### config.mk
export PLATFORM = sky130hd
export DESIGN_NAME = alu_exec_ctrl
export DESIGN_NICKNAME = d
export VERILOG_FILES = /design/src/rtl/alu_exec_ctrl.sv
export SDC_FILE = /design/constraint.sdc
export NUM_CORES = 1
export LEC_CHECK = 0
export BUFFER_PORTS_ARGS = -buffer_cell sky130_fd_sc_hd__buf_4
export CAP_MARGIN = 0
export CORE_ASPECT_RATIO = 1.5
export CORE_MARGIN = 2
export CORE_UTILIZATION = 60
export DETAILED_ROUTE_END_ITERATION = 12
export GPL_TIMING_DRIVEN = 1
export HOLD_SLACK_MARGIN = 0.15
export PLACE_DENSITY_LB_ADDON = 0.08
export SLEW_MARGIN = 20
export SYNTH_ARGS = -nofsm -noshare
export SYNTH_HDL_FRONTEND = slang
export SYNTH_SLANG_ARGS = --single-unit
### constraint.sdc
create_clock -name clk -period 2.8 [get_ports clk]
set_input_delay 0.42 -clock clk [delete_from_list [all_inputs] [get_ports clk]]
set_output_delay 0.42 -clock clk [all_outputs]
set_load 0.01 [all_outputs]
### src/rtl/alu_exec_ctrl.sv
// Four-state instruction sequencer around an external combinational ALU.
// It owns a 16 x 16-bit register file and the processor status register.
module alu_exec_ctrl (
    input  logic        clk,
    input  logic        reset_n,
    input  logic        in_valid,
    output logic        in_ready,
    input  logic [4:0]  in_opcode,
    input  logic [3:0]  in_rdest,
    input  logic [3:0]  in_rsrc,
    input  logic        in_imm_en,
    input  logic [15:0] in_imm,
    output logic [15:0] alu_a,
    output logic [15:0] alu_b,
    output logic [4:0]  alu_opcode,
    output logic        alu_cin,
    input  logic [15:0] alu_c,
    input  logic [4:0]  alu_flags,
    output logic [4:0]  psr,
    output logic        done,
    input  logic [3:0]  dbg_addr,
    output logic [15:0] dbg_data
);

    typedef enum logic [1:0] {
        S_IDLE  = 2'd0,
        S_FETCH = 2'd1,
        S_EXEC  = 2'd2,
        S_WB    = 2'd3
    } state_t;

    state_t      state_reg, state_next;
    logic [4:0]  op_reg;
    logic [3:0]  rdest_reg;
    logic [3:0]  rsrc_reg;
    logic        imm_en_reg;
    logic [15:0] imm_reg;
    logic [15:0] opa_reg;
    logic [15:0] opb_reg;
    logic [15:0] res_reg;
    logic [4:0]  flags_reg;
    logic [4:0]  psr_reg;
    logic [15:0] rf_reg [16];
    logic [15:0] rf_we;
    logic        wr_class;
    logic        flag_class;
    logic        accept;

    assign accept   = in_valid && (state_reg == S_IDLE);
    assign psr      = psr_reg;
    assign dbg_data = rf_reg[dbg_addr];

    // Opcode classes: which results reach the register file and which reach psr.
    always_comb begin
        wr_class   = 1'b0;
        flag_class = 1'b0;
        case (op_reg)
            5'b00101, 5'b00111, 5'b01001: begin
                wr_class   = 1'b1;
                flag_class = 1'b1;
            end
            5'b00110, 5'b01111, 5'b00001, 5'b00010, 5'b00011,
            5'b00100, 5'b01100, 5'b10011, 5'b10111: wr_class = 1'b1;
            5'b01011: flag_class = 1'b1;
            default: ;
        endcase
    end

    genvar gi;
    generate
        for (gi = 0; gi < 16; gi++) begin : g_rf_we
            assign rf_we[gi] = (state_reg == S_WB) && wr_class && (rdest_reg == 4'(gi));
        end
    endgenerate

    always_ff @(posedge clk or negedge reset_n) begin
        if (!reset_n) begin
            for (int i = 0; i < 16; i++) begin
                rf_reg[i] <= '0;
            end
        end else begin
            for (int i = 0; i < 16; i++) begin
                if (rf_we[i]) begin
                    rf_reg[i] <= res_reg;
                end
            end
        end
    end

    always_ff @(posedge clk or negedge reset_n) begin
        if (!reset_n) begin
            state_reg <= S_IDLE;
        end else begin
            state_reg <= state_next;
        end
    end

    always_ff @(posedge clk or negedge reset_n) begin
        if (!reset_n) begin
            op_reg     <= '0;
            rdest_reg  <= '0;
            rsrc_reg   <= '0;
            imm_en_reg <= 1'b0;
            imm_reg    <= '0;
            opa_reg    <= '0;
            opb_reg    <= '0;
            res_reg    <= '0;
            flags_reg  <= '0;
            psr_reg    <= '0;
        end else begin
            case (state_reg)
                S_IDLE: begin
                    if (accept) begin
                        op_reg     <= in_opcode;
                        rdest_reg  <= in_rdest;
                        rsrc_reg   <= in_rsrc;
                        imm_en_reg <= in_imm_en;
                        imm_reg    <= in_imm;
                    end
                end
                S_FETCH: begin
                    // Both operands sample the register file before any write of this instruction.
                    opa_reg <= rf_reg[rdest_reg];
                    opb_reg <= imm_en_reg ? imm_reg : rf_reg[rsrc_reg];
                end
                S_EXEC: begin
                    res_reg   <= alu_c;
                    flags_reg <= alu_flags;
                end
                S_WB: begin
                    if (flag_class) begin
                        psr_reg <= flags_reg;
                    end
                end
                default: ;
            endcase
        end
    end

    always_comb begin
        state_next = state_reg;
        in_ready   = 1'b0;
        done       = 1'b0;
        alu_a      = '0;
        alu_b      = '0;
        alu_opcode = '0;
        alu_cin    = 1'b0;
        case (state_reg)
            S_IDLE: begin
                in_ready = 1'b1;
                if (in_valid) begin
                    state_next = S_FETCH;
                end
            end
            S_FETCH: state_next = S_EXEC;
            S_EXEC: begin
                alu_a      = opa_reg;
                alu_b      = opb_reg;
                alu_opcode = op_reg;
                alu_cin    = psr_reg[4];
                state_next = S_WB;
            end
            S_WB: begin
                done       = 1'b1;
                state_next = S_IDLE;
            end
            default: state_next = S_IDLE;
        endcase
    end

endmodule

==> reports/qor.yml, run 1 <==
grt:
  grt_pass1_wl_um: 104000
  grt_pass1_vias: 16051
  antenna_found_initial: 1
  grt_max_degree: 86
  grt_overflow: 0
  track_usage_pct: 43.7
synth:
  ys_seq_area_share_pct: 45.6
  avgSynthCellArea_um2: 13.3
  synthCells: 1429
  synthesis.area_um2: 19000
  yosysUniqueCellTypes: 41
  yosys_warnings: 0
  synth-main-ff-cell: "dfrtp_1"
  async_flop_share_pct: 100
  ys_ff_latch: 346
  synth_edf_count: 0
  postSynthNetCount: 1491
cts:
  cts_tree: "done"
  clk_latency_ns: 0.54
  h-tree-depth: 2
  cts.clk_slew.worst_paths_ns: 0.06
  clockRootBuffer: "clkbuf_16"
  cts_max_path_buffers: 3
  cts_setup_buffers: 0
  cts_sinks: 346
  numCtsBuffers: 35
floorplanning:
  die_y_um: 222
  die_w_um: 149
  die_area_um2: 33100
  core-area_um2: 31100
  start_util_pct: 61.0
  rows: 79
  io_pins: 119
run:
  drv_cap: 0
worst_setup_path:
  critPathLaunch: "rsrc_reg[0]"
  crit_arrival_ns: 3.00
  rrSetupSlack_ns: 0.18
  ff2ff_path_depth: 4
  crit_type: "register to register"
  timing.rr.end: "opb_reg[12]"
  startpoint_type: "register"
  required_ns: 3.18
  path_max_fanout: 25
  r2r_start: "rsrc_reg[0]"
  crit_path_end_kind: "register"
layout:
  mostFrequentLayoutCells: "dfrtp_1, o2bb2ai_1, buf_4"
  final_common_cell: "dfrtp_1"
  post-route-util_pct: 72.8
  area_growth_pct: 19.2
  largest_register_ffs: 256
  nets: 1678
  layout-drive-gt1-share_pct: 33.1
timing:
  worst_pin_slew_ns: 0.792
  post-route-period-util_pct: 93.7
  setup_viol: 0
  skew_ns: 0.0168
  max_freq_ghz: 0.381
  final.setup.tns_ns: 0
  finalHoldViolations: 0
  slew_headroom_pct: 47.2
  period_minus_slack_ns: 2.62
  drv_slew: 0
  holdWs_ns: 0.499
  grt_setup_unrepaired: "no"
routing:
  firstDrtPassIters: 5
  routedWlPerCell_um: 34.4
  drc_errors: 0
  postRouteAntennaNets: 0
  vias: 15510
  drt_first_iter_violations: 1926
  drt_wl_total_um: 70400
  vias_per_cell: 7.58
pwr:
  p_leak_uw: 0.00928
  p_per_area_nw_per_um2: 1150
  peakVddDrop_uv: 754
worst_hold_path:
  hp-class: "input pin to async pin"
placement:
  dpl.hpwl_um: 46700
  portBuffers: 118
  place_congestion: 0.988
outcome:
  status: "finished clean"
==> area by class of cell <==
class / instances / area, µm²
antenna: 1 / 2.50
clock buffer: 52 / 1050
clock inverter: 8 / 118
fill: 2110 / 8480
inverter: 5 / 18.8
multi-input combinational: 948 / 9750
sequential: 346 / 8670
tap: 405 / 507
timing repair buffer: 280 / 2540
==> cells in the mapped netlist, types with 2 or more instances <==
| library cell | number | area share, % |
|---|---|---|
| dfrtp_1 | 346 | 46 |
| o2bb2ai_1 | 256 | 12 |
| mux4_2 | 176 | 21 |
| nand2_1 | 149 | 2.9 |
| mux2i_1 | 80 | 4.2 |
| buf_2 | 58 | 1.5 |
| mux2_2 | 56 | 3.3 |
| clkbuf_1 | 52 | 1.0 |
| a22oi_1 | 48 | 1.9 |
| and2_1 | 40 | 1.3 |
| nor2_1 | 24 | 0.47 |
| o21ai_0 | 17 | 0.45 |
| a31oi_1 | 16 | 0.53 |
| o211ai_1 | 16 | 0.63 |
| nand3_1 | 12 | 0.32 |
| a21oi_1 | 11 | 0.29 |
| buf_1 | 9 | 0.18 |
| buf_4 | 8 | 0.32 |
| nand4_1 | 6 | 0.20 |
| inv_1 | 5 | 0.099 |
| nand2_2 | 5 | 0.16 |
| ha_1 | 4 | 0.26 |
| nor3_1 | 4 | 0.11 |
| buf_6 | 3 | 0.18 |
| nand3_2 | 3 | 0.16 |
| nor2_2 | 3 | 0.099 |
| nor2b_1 | 3 | 0.099 |
| nand2_4 | 2 | 0.12 |
| nand3b_1 | 2 | 0.079 |
| nand4_2 | 2 | 0.13 |
| o31ai_2 | 2 | 0.13 |
| xnor2_1 | 2 | 0.092 |
==> logic make-up after synthesis <==
logic type,count (synthesis),synth area share (%)
multiplexers,312,28.4
AND/OR/NAND/NOR,260,6.47
AO/OA/AOI/OAI,370,15.9
buffers and inverters,135,3.32
adder cells (fa/ha/maj),4,0.263
flip-flops,346,45.6
XOR/XNOR,2,0.0922
==> worst max-delay path by stage <==
| stage | to | cells past startpoint |
|---|---|---|
| after floorplan | dbg_data[0] | 4 |
| after global placement | opb_reg[12] | 4 |
| after detailed placement | dbg_data[3] | 5 |
| after CTS | dbg_data[14] | 3 |
| after global routing | opb_reg[12] | 4 |
| final | opb_reg[12] | 4 |
==> metal layers <==
| layer | track usage, % | part of all wire [%] | vias up |
|---|---|---|---|
| met1 | 52.7 | 32 | 7892 |
| met5 | 0 | 0.018 | - |
| li1 | - | - | 6052 |
| met2 | 66.1 | 46 | 1206 |
| met4 | 37.6 | 11 | 2 |
| met3 | 10.2 | 11 | 358 |
==> report_power, final <==
group          switching, µW  leakage (µW)  internal, µW
registers               2810       0.00454          6900
clock network           2000      0.000574          2870
logic                   5780       0.00417          5770
==> critical path, stage by stage (launching register included) <==
cell      delay [ns]
dfrtp_4         0.80
buf_12          0.26
mux4_2          0.52
a22oi_1         0.65
o211ai_1        0.19
==> stage by stage <==
| step | std cells | setup slack, ns | area, µm² | total power (µW) |
|---|---|---|---|---|
| after detailed placement | 1931 | 0.218 | 21000 | 20900 |
| after CTS | 2044 | 0.183 | 22700 | 25800 |
| after floorplan | 1429 | 0.425 | 19000 | 16100 |
| final | 2045 | 0.178 | 22700 | 26100 |
| after global routing | 2044 | 0.116 | 22700 | 27000 |
| after global placement | 1931 | 0.240 | 21000 | 20600 |
==> repair_timing <==
item | in CTS | in global routing
hold buffers | 53 | 0
setup endpoints to repair | 0 | 1
gates resized for setup | 0 | 1
hold endpoints to repair | 128 | 0
Note: power is estimated with default switching activity, not from simulation.
==> inputs of run 2 (changes only) <==
--- a/config.mk
+++ b/config.mk
@@ -5,11 +5,12 @@
 export SDC_FILE = /design/constraint.sdc
 export NUM_CORES = 1
 export LEC_CHECK = 0
-export BUFFER_PORTS_ARGS = -buffer_cell sky130_fd_sc_hd__buf_4
+export BUFFER_PORTS_ARGS = -buffer_cell sky130_fd_sc_hd__buf_2
 export CAP_MARGIN = 0
 export CORE_ASPECT_RATIO = 1.5
 export CORE_MARGIN = 2
 export CORE_UTILIZATION = 60
+export CTS_CLUSTER_DIAMETER = 30
 export DETAILED_ROUTE_END_ITERATION = 12
 export GPL_TIMING_DRIVEN = 1
 export HOLD_SLACK_MARGIN = 0.15
==> run 2 against run 1 <==
Against the previous run:
- register-to-register slack better by 0.17 ns
- critical path depth down 1
- clock-buffer cell count up 17
- flip-flop and latch count unchanged
- fmax down 0.80%
- global-route usage up 0.081 points
- core utilization up 1.5 points
- routed wire length about the same
- cell count up 2.1%
==> reports/qor.yml, run 2 (synthesis gave the netlist of run 1 again) <==
timing:
  final.setup.tns_ns: 0  # unchanged
  period_minus_slack_ns: 2.64  # was 2.62 ns
  skew_ns: 0.0163  # was 0.0168 ns
  worst_pin_slew_ns: 1.06  # was 0.792 ns
  post-route-period-util_pct: 94.4  # was 93.7%
  grt_setup_unrepaired: "no"  # unchanged
  drv_slew: 0  # unchanged
  setup_viol: 0  # unchanged
  slew_headroom_pct: 29.0  # was 47.2%
  finalHoldViolations: 0  # unchanged
  max_freq_ghz: 0.378  # was 0.381 GHz
cts:
  clk_latency_ns: 0.59  # was 0.54 ns
  h-tree-depth: 2  # unchanged
  cts_max_path_buffers: 3  # unchanged
  clockRootBuffer: "clkbuf_16"  # unchanged
  cts_tree: "done"  # unchanged
  cts.clk_slew.worst_paths_ns: 0.06  # about the same
  cts.repair.resized: 0  # unchanged
  cts_setup_buffers: 0  # unchanged
  numCtsBuffers: 54  # was 35
  cts_sinks: 346  # unchanged
layout:
  layout-drive-gt1-share_pct: 34.8  # was 33.1%
  fin_cells: 2088  # was 2045
  mostFrequentLayoutCells: "dfrtp_1, o2bb2ai_1, mux4_2"  # was dfrtp_1, o2bb2ai_1, buf_4
  area_growth_pct: 21.8  # was 19.2%
  largest_register_ffs: 256  # unchanged
  nets: 1699  # was 1678
  multi_input_area_um2: 9750  # about the same
  seq_area_um2: 8670  # about the same
  final_common_cell: "dfrtp_1"  # unchanged
  n_fill_cell: 2033  # was 2110
worst_setup_path:
  path_cells: "mux4_2 -> mux4_2 -> buf_2"  # was buf_12 -> mux4_2 -> a22oi_1 -> o211ai_1
  path_buf_inv: 1  # unchanged
  critPathMostFrequentCell: "mux4_2"
  crit_type: "register to output port"  # was register to register
  ff2ff_path_depth: 4  # unchanged
  cpPeakStageDelay_ns: 0.55  # was 0.80 ns
  crit_path_end_kind: "output port"  # was register
  cp_top_family: "multiplexers"  # was compound AO/OA/AOI/OAI gates
  path_max_fanout: 4  # was 25
  crit_arrival_ns: 2.22  # was 3.00 ns
  startpoint_type: "register"  # unchanged
  worst_path_max_delay_cell: "mux4_2"  # was dfrtp_4
  cp.depth: 3  # was 4
  required_ns: 2.38  # was 3.18 ns
run:
  drv_cap: 0  # unchanged
floorplanning:
  rows: 79  # unchanged
  start_util_pct: 61.0  # unchanged
  io_pins: 119  # unchanged
  core-area_um2: 31100  # unchanged
  die_y_um: 222  # unchanged
  die_w_um: 149  # unchanged
  die_area_um2: 33100  # unchanged
routing:
  drt_first_iter_violations: 1866  # was 1926
  drc_errors: 0  # unchanged
  postRouteAntennaNets: 0  # unchanged
  drt_wl_total_um: 70400  # about the same
  routedWlPerCell_um: 33.7  # was 34.4 µm
  firstDrtPassIters: 6  # was 5
  vias: 15638  # was 15510
  vias_per_cell: 7.49  # was 7.58
grt:
  track_usage_pct: 43.8  # was 43.7%
  grt_pass1_vias: 16219  # was 16051
  grt_pass1_wl_um: 105000  # was 104000 µm
  antenna_found_initial: 0  # was 1
  grt_max_degree: 71  # was 86
  grt_overflow: 0  # unchanged
placement:
  portBuffers: 118  # unchanged
  dp_cells: 1933  # was 1931
  place_congestion: 1.01  # was 0.988
  dpl.hpwl_um: 45900  # was 46700 µm
outcome:
  status: "finished clean"  # unchanged
pwr:
  p_leak_uw: 0.00961  # was 0.00928 µW
  peakVddDrop_uv: 953  # was 754 µV
  power_uw: 28200  # was 26100 µW
  p_per_area_nw_per_um2: 1220  # was 1150 nW/µm²
worst_hold_path:
  hp-class: "input pin to async pin"  # unchanged
-- run 2: cell types whose count changed in the layout (fill, tap and decap cells not counted), sizes merged --
cell / before / now
clkinvlp: 1 / 3
buf: 227 / 229
clkinv: 4 / 11
bufinv: 3 / 9
inv: 5 / 14
clkbuf: 52 / 69
-- run 2: power by group --
part | internal (µW) | switching, µW | total [µW]
sequential | 6910 | 2610 | 9520
clock | 4700 | 2530 | 7230
combinational | 5540 | 5940 | 11500
total | 17200 | 11100 | 28200
-- run 2: worst paths after layout --
| check | start | to | slack [ns] |
|---|---|---|---|
| worst max-delay path | rf_reg[140] | dbg_data[12] | 0.16 |
| worst min-delay path | reset_n | rf_reg[51] | 0.39 |
| worst max register to register | rsrc_reg[0] | opb_reg[4] | 0.35 |
| worst min register to register | psr[1] | psr[1] | 0.50 |
| max in group asynchronous | reset_n | rf_reg[219] | 1.59 |
| min in group clk | psr[1] | psr[1] | 0.50 |
-- run 2: routing by layer --
metal / track usage, % / part of all wire (%) / vias to the layer above
li1: - / - / 6126
met1: 52.6 / 32 / 7842
met2: 65.6 / 45 / 1243
met3: 10.1 / 11 / 427
met4: 39.2 / 12 / 0
met5: 0 / 0 / -
-- run 2: cell type report --
cell class	count	share of cell area, %
sequential	346	37.5
tap	405	2.19
clock inverter	32	1.93
multi-input combinational	948	42.1
clock buffer	69	6.57
antenna	1	0.0108
inverter	5	0.0811
timing repair buffer	282	9.64
-- run 2: worst register-to-register path, stage by stage (launching register included) --
cell      delay, ns
dfrtp_4        0.69
buf_12         0.27
mux4_2         0.53
a22oi_1        0.62
o211ai_1       0.19
-- run 2: repair_timing --
item | CTS | global route
hold endpoints to repair | 116 | 0
hold buffers | 53 | 0
setup endpoints to repair | 0 | 0
-- run 2: per-stage QoR --
stage               utilization, %  setup WS (ns)  hold slack [ns]  cell area [µm²]
floorplan                        -          0.425            0.124            19000
global placement              66.3          0.229            0.422            20600
detailed placement            66.3          0.203            0.421            20600
CTS                           74.3          0.165            0.420            23100
global route                  74.3          0.133            0.452            23100
finish                        74.3          0.157            0.392            23100
